File: config.mk
export PLATFORM = sky130hd
export DESIGN_NAME = tmr_vote_sequencer
export DESIGN_NICKNAME = d
export VERILOG_FILES = /design/src/rtl/tmr_vote_pkg.sv /design/src/rtl/maj3_vec.sv /design/src/rtl/tmr_vote_sequencer.sv
export SDC_FILE = /design/constraint.sdc
export NUM_CORES = 1
export LEC_CHECK = 0
export CORE_ASPECT_RATIO = 1.1
export CORE_UTILIZATION = 50
export DETAILED_ROUTE_END_ITERATION = 8
export PLACE_DENSITY = 0.83
export SLEW_MARGIN = 10
export SYNTH_ARGS = -nofsm -noshare
export SYNTH_HDL_FRONTEND = slang
export SYNTH_SLANG_ARGS = --single-unit
File: constraint.sdc
create_clock -name clk -period 2.73 [get_ports clk]
set_clock_uncertainty 0.15 [all_clocks]
set_input_delay 0.546 -clock clk [delete_from_list [all_inputs] [get_ports clk]]
set_output_delay 0.546 -clock clk [all_outputs]
set_load 0.05 [all_outputs]
File: src/rtl/tmr_vote_pkg.sv
// Shared types and constants for the triple-redundant vote sequencer.
package tmr_vote_pkg;

    localparam int unsigned NCH     = 3;
    localparam int unsigned ErrCntW = 2;

    typedef logic [ErrCntW-1:0] err_cnt_t;

    typedef enum logic [1:0] {
        IDLE,
        COLLECT,
        VOTE,
        HOLD
    } state_t;

    // Number of set bits in a 3-bit channel vector.
    function automatic logic [1:0] popcount3(input logic [2:0] v);
        return {1'b0, v[0]} + {1'b0, v[1]} + {1'b0, v[2]};
    endfunction

endpackage

File: src/rtl/maj3_vec.sv
// Bitwise 2-of-3 majority of three equal-width words.
module maj3_vec #(
    parameter int unsigned W = 8
) (
    input  logic [W-1:0] a_i,
    input  logic [W-1:0] b_i,
    input  logic [W-1:0] c_i,
    output logic [W-1:0] maj_o
);

    assign maj_o = (a_i & b_i) | (b_i & c_i) | (c_i & a_i);

endmodule

File: src/rtl/tmr_vote_sequencer.sv
// Collects one word per redundant channel, votes, and hands the result downstream.
// Channels that keep disagreeing are masked out of later votes until clr_fault.
module tmr_vote_sequencer
    import tmr_vote_pkg::*;
#(
    parameter int unsigned W          = 8,
    parameter int unsigned TIMEOUT    = 15,
    parameter int unsigned FAIL_LIMIT = 3
) (
    input  logic         clk,
    input  logic         rst,
    input  logic [2:0]   in_valid,
    output logic [2:0]   in_ready,
    input  logic [W-1:0] in_data0,
    input  logic [W-1:0] in_data1,
    input  logic [W-1:0] in_data2,
    output logic         out_valid,
    input  logic         out_ready,
    output logic [W-1:0] out_data,
    output logic         out_degraded,
    output logic         vote_fail,
    output logic [2:0]   err_chan,
    output logic [2:0]   fault_mask,
    input  logic         clr_fault
);

    localparam int unsigned TmoW = $clog2(TIMEOUT + 1);
    typedef logic [TmoW-1:0] tmo_t;
    // Counter holds TIMEOUT in the VOTE cycle after a timeout.
    localparam tmo_t     TmoLast = tmo_t'(TIMEOUT - 1);
    localparam err_cnt_t FailLim = err_cnt_t'(FAIL_LIMIT);

    state_t         state_q;
    logic [NCH-1:0] cap_q;
    logic [NCH-1:0] mask_q;
    logic [NCH-1:0] mask_d;
    logic [NCH-1:0] err_chan_q;
    logic [W-1:0]   data_q [NCH];
    logic [W-1:0]   in_word [NCH];
    tmo_t           tmo_q;
    err_cnt_t       cnt_q [NCH];
    err_cnt_t       cnt_d [NCH];
    logic           out_valid_q;
    logic [W-1:0]   out_data_q;
    logic           out_degraded_q;
    logic           vote_fail_q;

    logic           collecting;
    logic [NCH-1:0] take;
    logic           all_in;
    logic [NCH-1:0] present;
    logic [W-1:0]   maj_w;
    logic [W-1:0]   pair_a;
    logic [W-1:0]   pair_b;
    logic [W-1:0]   v_data;
    logic           v_emit;
    logic           v_deg;
    logic           v_fail;
    logic [NCH-1:0] v_err;

    assign in_word[0] = in_data0;
    assign in_word[1] = in_data1;
    assign in_word[2] = in_data2;

    // Masked channels always drain; unmasked ones accept only while not yet captured.
    assign collecting = (state_q == IDLE) || (state_q == COLLECT);
    assign in_ready   = mask_q | ({NCH{collecting}} & ~cap_q);
    assign take       = in_valid & in_ready & ~mask_q;
    assign all_in     = &(cap_q | take | mask_q);
    assign present    = cap_q & ~mask_q;

    maj3_vec #(.W(W)) u_maj (
        .a_i   (data_q[0]),
        .b_i   (data_q[1]),
        .c_i   (data_q[2]),
        .maj_o (maj_w)
    );

    // With exactly two present, pair_a/pair_b are those two words in channel order.
    assign pair_a = present[0] ? data_q[0] : data_q[1];
    assign pair_b = present[2] ? data_q[2] : data_q[1];

    // Vote outcome for the words captured so far; consumed only in VOTE.
    always_comb begin
        v_data = '0;
        v_emit = 1'b0;
        v_deg  = 1'b0;
        v_fail = 1'b0;
        v_err  = ~cap_q & ~mask_q;
        unique case (popcount3(present))
            2'd3: begin
                v_data = maj_w;
                v_emit = 1'b1;
                for (int i = 0; i < NCH; i++) begin
                    if (data_q[i] != maj_w) v_err[i] = 1'b1;
                end
                v_deg = |v_err;
            end
            2'd2: begin
                if (pair_a == pair_b) begin
                    v_data = pair_a;
                    v_emit = 1'b1;
                    v_deg  = 1'b1;
                end else begin
                    v_fail = 1'b1;
                    v_err  = v_err | present;
                end
            end
            2'd1: begin
                v_data = present[0] ? data_q[0] : (present[1] ? data_q[1] : data_q[2]);
                v_emit = 1'b1;
                v_deg  = 1'b1;
            end
            default: ;
        endcase
    end

    // Error counters and mask; clr_fault overrides anything the vote would do.
    always_comb begin
        mask_d = mask_q;
        for (int i = 0; i < NCH; i++) begin
            cnt_d[i] = cnt_q[i];
            if (state_q == VOTE) begin
                if (v_err[i]) begin
                    if (cnt_q[i] != FailLim) cnt_d[i] = cnt_q[i] + err_cnt_t'(1);
                end else if (present[i]) begin
                    cnt_d[i] = '0;
                end
            end
            if (cnt_d[i] == FailLim) mask_d[i] = 1'b1;
            if (clr_fault) begin
                cnt_d[i]  = '0;
                mask_d[i] = 1'b0;
            end
        end
    end

    // Sequencer FSM with capture registers, timeout counter and registered outputs.
    always_ff @(posedge clk) begin
        if (rst) begin
            state_q        <= IDLE;
            cap_q          <= '0;
            mask_q         <= '0;
            tmo_q          <= '0;
            out_valid_q    <= 1'b0;
            out_data_q     <= '0;
            out_degraded_q <= 1'b0;
            vote_fail_q    <= 1'b0;
            err_chan_q     <= '0;
            for (int i = 0; i < NCH; i++) begin
                cnt_q[i]  <= '0;
                data_q[i] <= '0;
            end
        end else begin
            mask_q      <= mask_d;
            vote_fail_q <= 1'b0;
            err_chan_q  <= '0;
            cap_q       <= cap_q | take;
            for (int i = 0; i < NCH; i++) begin
                cnt_q[i] <= cnt_d[i];
                if (take[i]) data_q[i] <= in_word[i];
            end
            unique case (state_q)
                IDLE: begin
                    if (|take) begin
                        tmo_q   <= '0;
                        state_q <= all_in ? VOTE : COLLECT;
                    end
                end
                COLLECT: begin
                    tmo_q <= tmo_q + tmo_t'(1);
                    if (all_in || (tmo_q == TmoLast)) state_q <= VOTE;
                end
                VOTE: begin
                    cap_q       <= '0;
                    err_chan_q  <= v_err;
                    vote_fail_q <= v_fail;
                    if (v_emit) begin
                        out_valid_q    <= 1'b1;
                        out_data_q     <= v_data;
                        out_degraded_q <= v_deg;
                        state_q        <= HOLD;
                    end else begin
                        state_q <= IDLE;
                    end
                end
                HOLD: begin
                    if (out_ready) begin
                        out_valid_q <= 1'b0;
                        state_q     <= IDLE;
                    end
                end
                default: state_q <= IDLE;
            endcase
        end
    end

    assign out_valid    = out_valid_q;
    assign out_data     = out_data_q;
    assign out_degraded = out_degraded_q;
    assign vote_fail    = vote_fail_q;
    assign err_chan     = err_chan_q;
    assign fault_mask   = mask_q;

endmodule

==> out/metrics.cfg <==
[setup_path]
worstPathRequired_ns=2.79
end_kind=flop
worst-setup-path-type=flop to flop
startpoint_type=flop
r2r_start=cap_q[0]
crit_end=fault_mask[2]
r2r_cells=10
r2r-end=fault_mask[2]
worst_ep_arrival_time_ns=2.68
cp_max_fo=15
startpoint=cap_q[0]
ff2ff_setup_slack_ns=0.10

[power_and_ir_drop]
p_int_mw=2.342
switchingPower_mw=1.989
finalPower_mw=4.331
clockPowerShare=0.116
switching_share=0.4592
max-vdd-ir-drop_uv=368.7
combPwrFrac=0.553
p_leak_nw=1.755
p_per_area_mw_per_mm2=945.4
seqPwrFrac=0.330

[synthesis]
ys.flop_type=dfxtp_1
synth_nets=488
ys_types=61
postSynth.asyncResetShare=0
seq_area_frac_synth=0.3603
synthCells=454
synth_edf_count=24
yosys_register_bits=56
synth.avg_cell_area_sq_um=8.323
yosys_warnings=0
syn_area_sq_mm=0.003779

[clocking]
clk_pin_slew_ns=0.10
clkSinkCount=56
insertion_delay_ns=0.31
cts-root-buf=clkbuf_8
cts_made_buffers=5
cts_tree=done
cts_hold_buffers=0
htreeDepth=2
cts_buffer_depth=2

[global_route]
grt_max_degree=25
grt_pass1_vias=3337
grt_usage=0.2690
overflow=0
grt_pass1_wl_microns=16560
antenna_found_initial=0

[timing]
period_minus_slack_ns=2.627
relSlewSlack=0.2485
max_freq_mhz=380.6
slew_violations=0
worst_slew_pin_slew_ns=1.115
final-setup-viol-count=0
hold_viol=0
layout_worst_path_cycle_share=0.9624

[drt]
dr.pass1.iters=9
ant_nets=0
dr_wl_met2_microns=5243
drtIter0Drc=265
num_vias=3605
wl_per_cell_microns=17.80
drc=4
wl_met3_microns=656
routed_wl_microns=10380
maxUsedRoutingLayer=met4
vias_per_cell=6.184
wl_met1_microns=4084

[floorplanning]
die_x_microns=84.89
die_h_microns=93.18
io_pins=51
core_area_sq_mm=0.007167
initial_core_util=0.5272
dieArea_sq_mm=0.007909
rows=32

[cells_and_area]
drive_gt1_frac=0.1285
antenna_cells=0
mostFrequentLayoutCells=clkdlybuf4s50_1 (50), nor2_1 (40), o21ai_0 (39), nand2_1 (37), a21oi_1 (31)
post-route-util=0.6391
final_common_cell=clkdlybuf4s50_1
nets=531
area_growth_pct=21.23

[placed_design]
hpwlAfterDp_microns=7735
routabilityCongestion=1.001
port-buffer-count=50

[outcome]
violations=DRC
outcome=finished with violations

[worst_hold_path]
holdPathStages=1
holdCritPathClass=flop to flop

[job]
maxCapViolations=0

-- state kept, by name, indices dropped and copies added (netlist names) --
name / cells
tmo_q: 4
vote_fail: 1
data_q: 24
err_chan: 3
out_degraded: 1
cap_q: 3
state_q: 2
cnt_q: 6
out_data: 8
fault_mask: 3
out_valid: 1
-- power groups by stage --
stage / Combinational, mW / Sequential (mW) / Clock, mW
after detailed placement: 2.28 / 1.43 / 0
final: 2.40 / 1.43 / 0.504
after global routing: 2.60 / 1.46 / 0.548
after floorplan: 1.62 / 1.37 / 0
after global placement: 2.23 / 1.42 / 0
after CTS: 2.29 / 1.41 / 0.511
-- critical path: stages (launching register included) --
cell      delay [ns]
dfxtp_2         0.38
nor2b_1         0.19
buf_6           0.21
mux2i_2         0.27
xnor2_1         0.14
nand4_1         0.17
nor4_4          0.27
buf_4           0.20
o211ai_1        0.16
a311oi_1        0.30
nor2_1          0.06
-- stage by stage --
stage / hold WS, ns / instances / instance area [sq um] / setup TNS, ns / worst slack, ns
floorplan: 0.3210 / 454 / 3787 / 0 / 0.02219
global placement: 0.3012 / 568 / 4379 / 0 / 0.03767
detailed placement: 0.3072 / 568 / 4379 / -0.02908 / -0.02908
CTS: 0.3324 / 576 / 4483 / 0 / 0.05355
global route: 0.3516 / 583 / 4581 / -0.1094 / -0.04620
finish: 0.3264 / 583 / 4581 / 0 / 0.1026
-- layer usage --
layer  track usage  up-vias
li1              -     1722
met1        0.3155     1688
met2        0.4885      159
met3       0.03972       36
met4        0.1144        0
met5             0        -
-- cells in the mapped netlist, types with 6 or more instances --
cell type	count	share of area
inv_1	11	0.011
o21ai_0	39	0.052
mux2i_1	21	0.056
nor2_1	40	0.040
clkbuf_1	33	0.033
nand3_1	8	0.011
nand2b_1	15	0.025
nand2_1	37	0.037
a21o_1	6	0.012
a221oi_1	7	0.016
o21a_1	14	0.028
and2_1	25	0.041
dfxtp_1	32	0.17
a311oi_1	6	0.014
a21oi_1	31	0.041
edfxtp_1	24	0.19
nor2b_1	11	0.018
-- logic make-up after synthesis --
| group | after synthesis | synth area share |
|---|---|---|
| DFF | 56 | 0.3603 |
| and+or+nand+nor | 165 | 0.2325 |
| buffers and inverters | 56 | 0.06391 |
| AOI/OAI and AO/OA | 146 | 0.2616 |
| adders and majority gates | 3 | 0.009935 |
| xor gates and xnor gates | 7 | 0.01623 |
| muxes | 21 | 0.05563 |
-- repair_timing --
action | CTS | global route
resized for setup | 2 | 12
endpoints found under the setup margin | 2 | 15
setup buffers | 0 | 7
pin swaps | 0 | 1
-- worst min path at each step --
stage / to / slack (ns) / start
finish: out_data[7] / 0.33 / out_data[7]
global route: out_data[7] / 0.35 / out_data[7]
CTS: out_data[1] / 0.33 / out_data[1]
detailed placement: out_data[4] / 0.31 / out_data[4]
global placement: out_data[7] / 0.30 / out_data[7]
floorplan: tmo_q[3] / 0.32 / tmo_q[3]
-- area by class of cell --
type / instances / area (sq um)
Fill cell: 622 / 2586
Timing Repair Buffer: 81 / 737.0
Tap cell: 85 / 106.4
Clock buffer: 8 / 100.1
Sequential cell: 56 / 1370
Multi-Input combinational cell: 342 / 2226
Inverter: 11 / 41.29
Note: power is estimated with default switching activity, not from simulation.
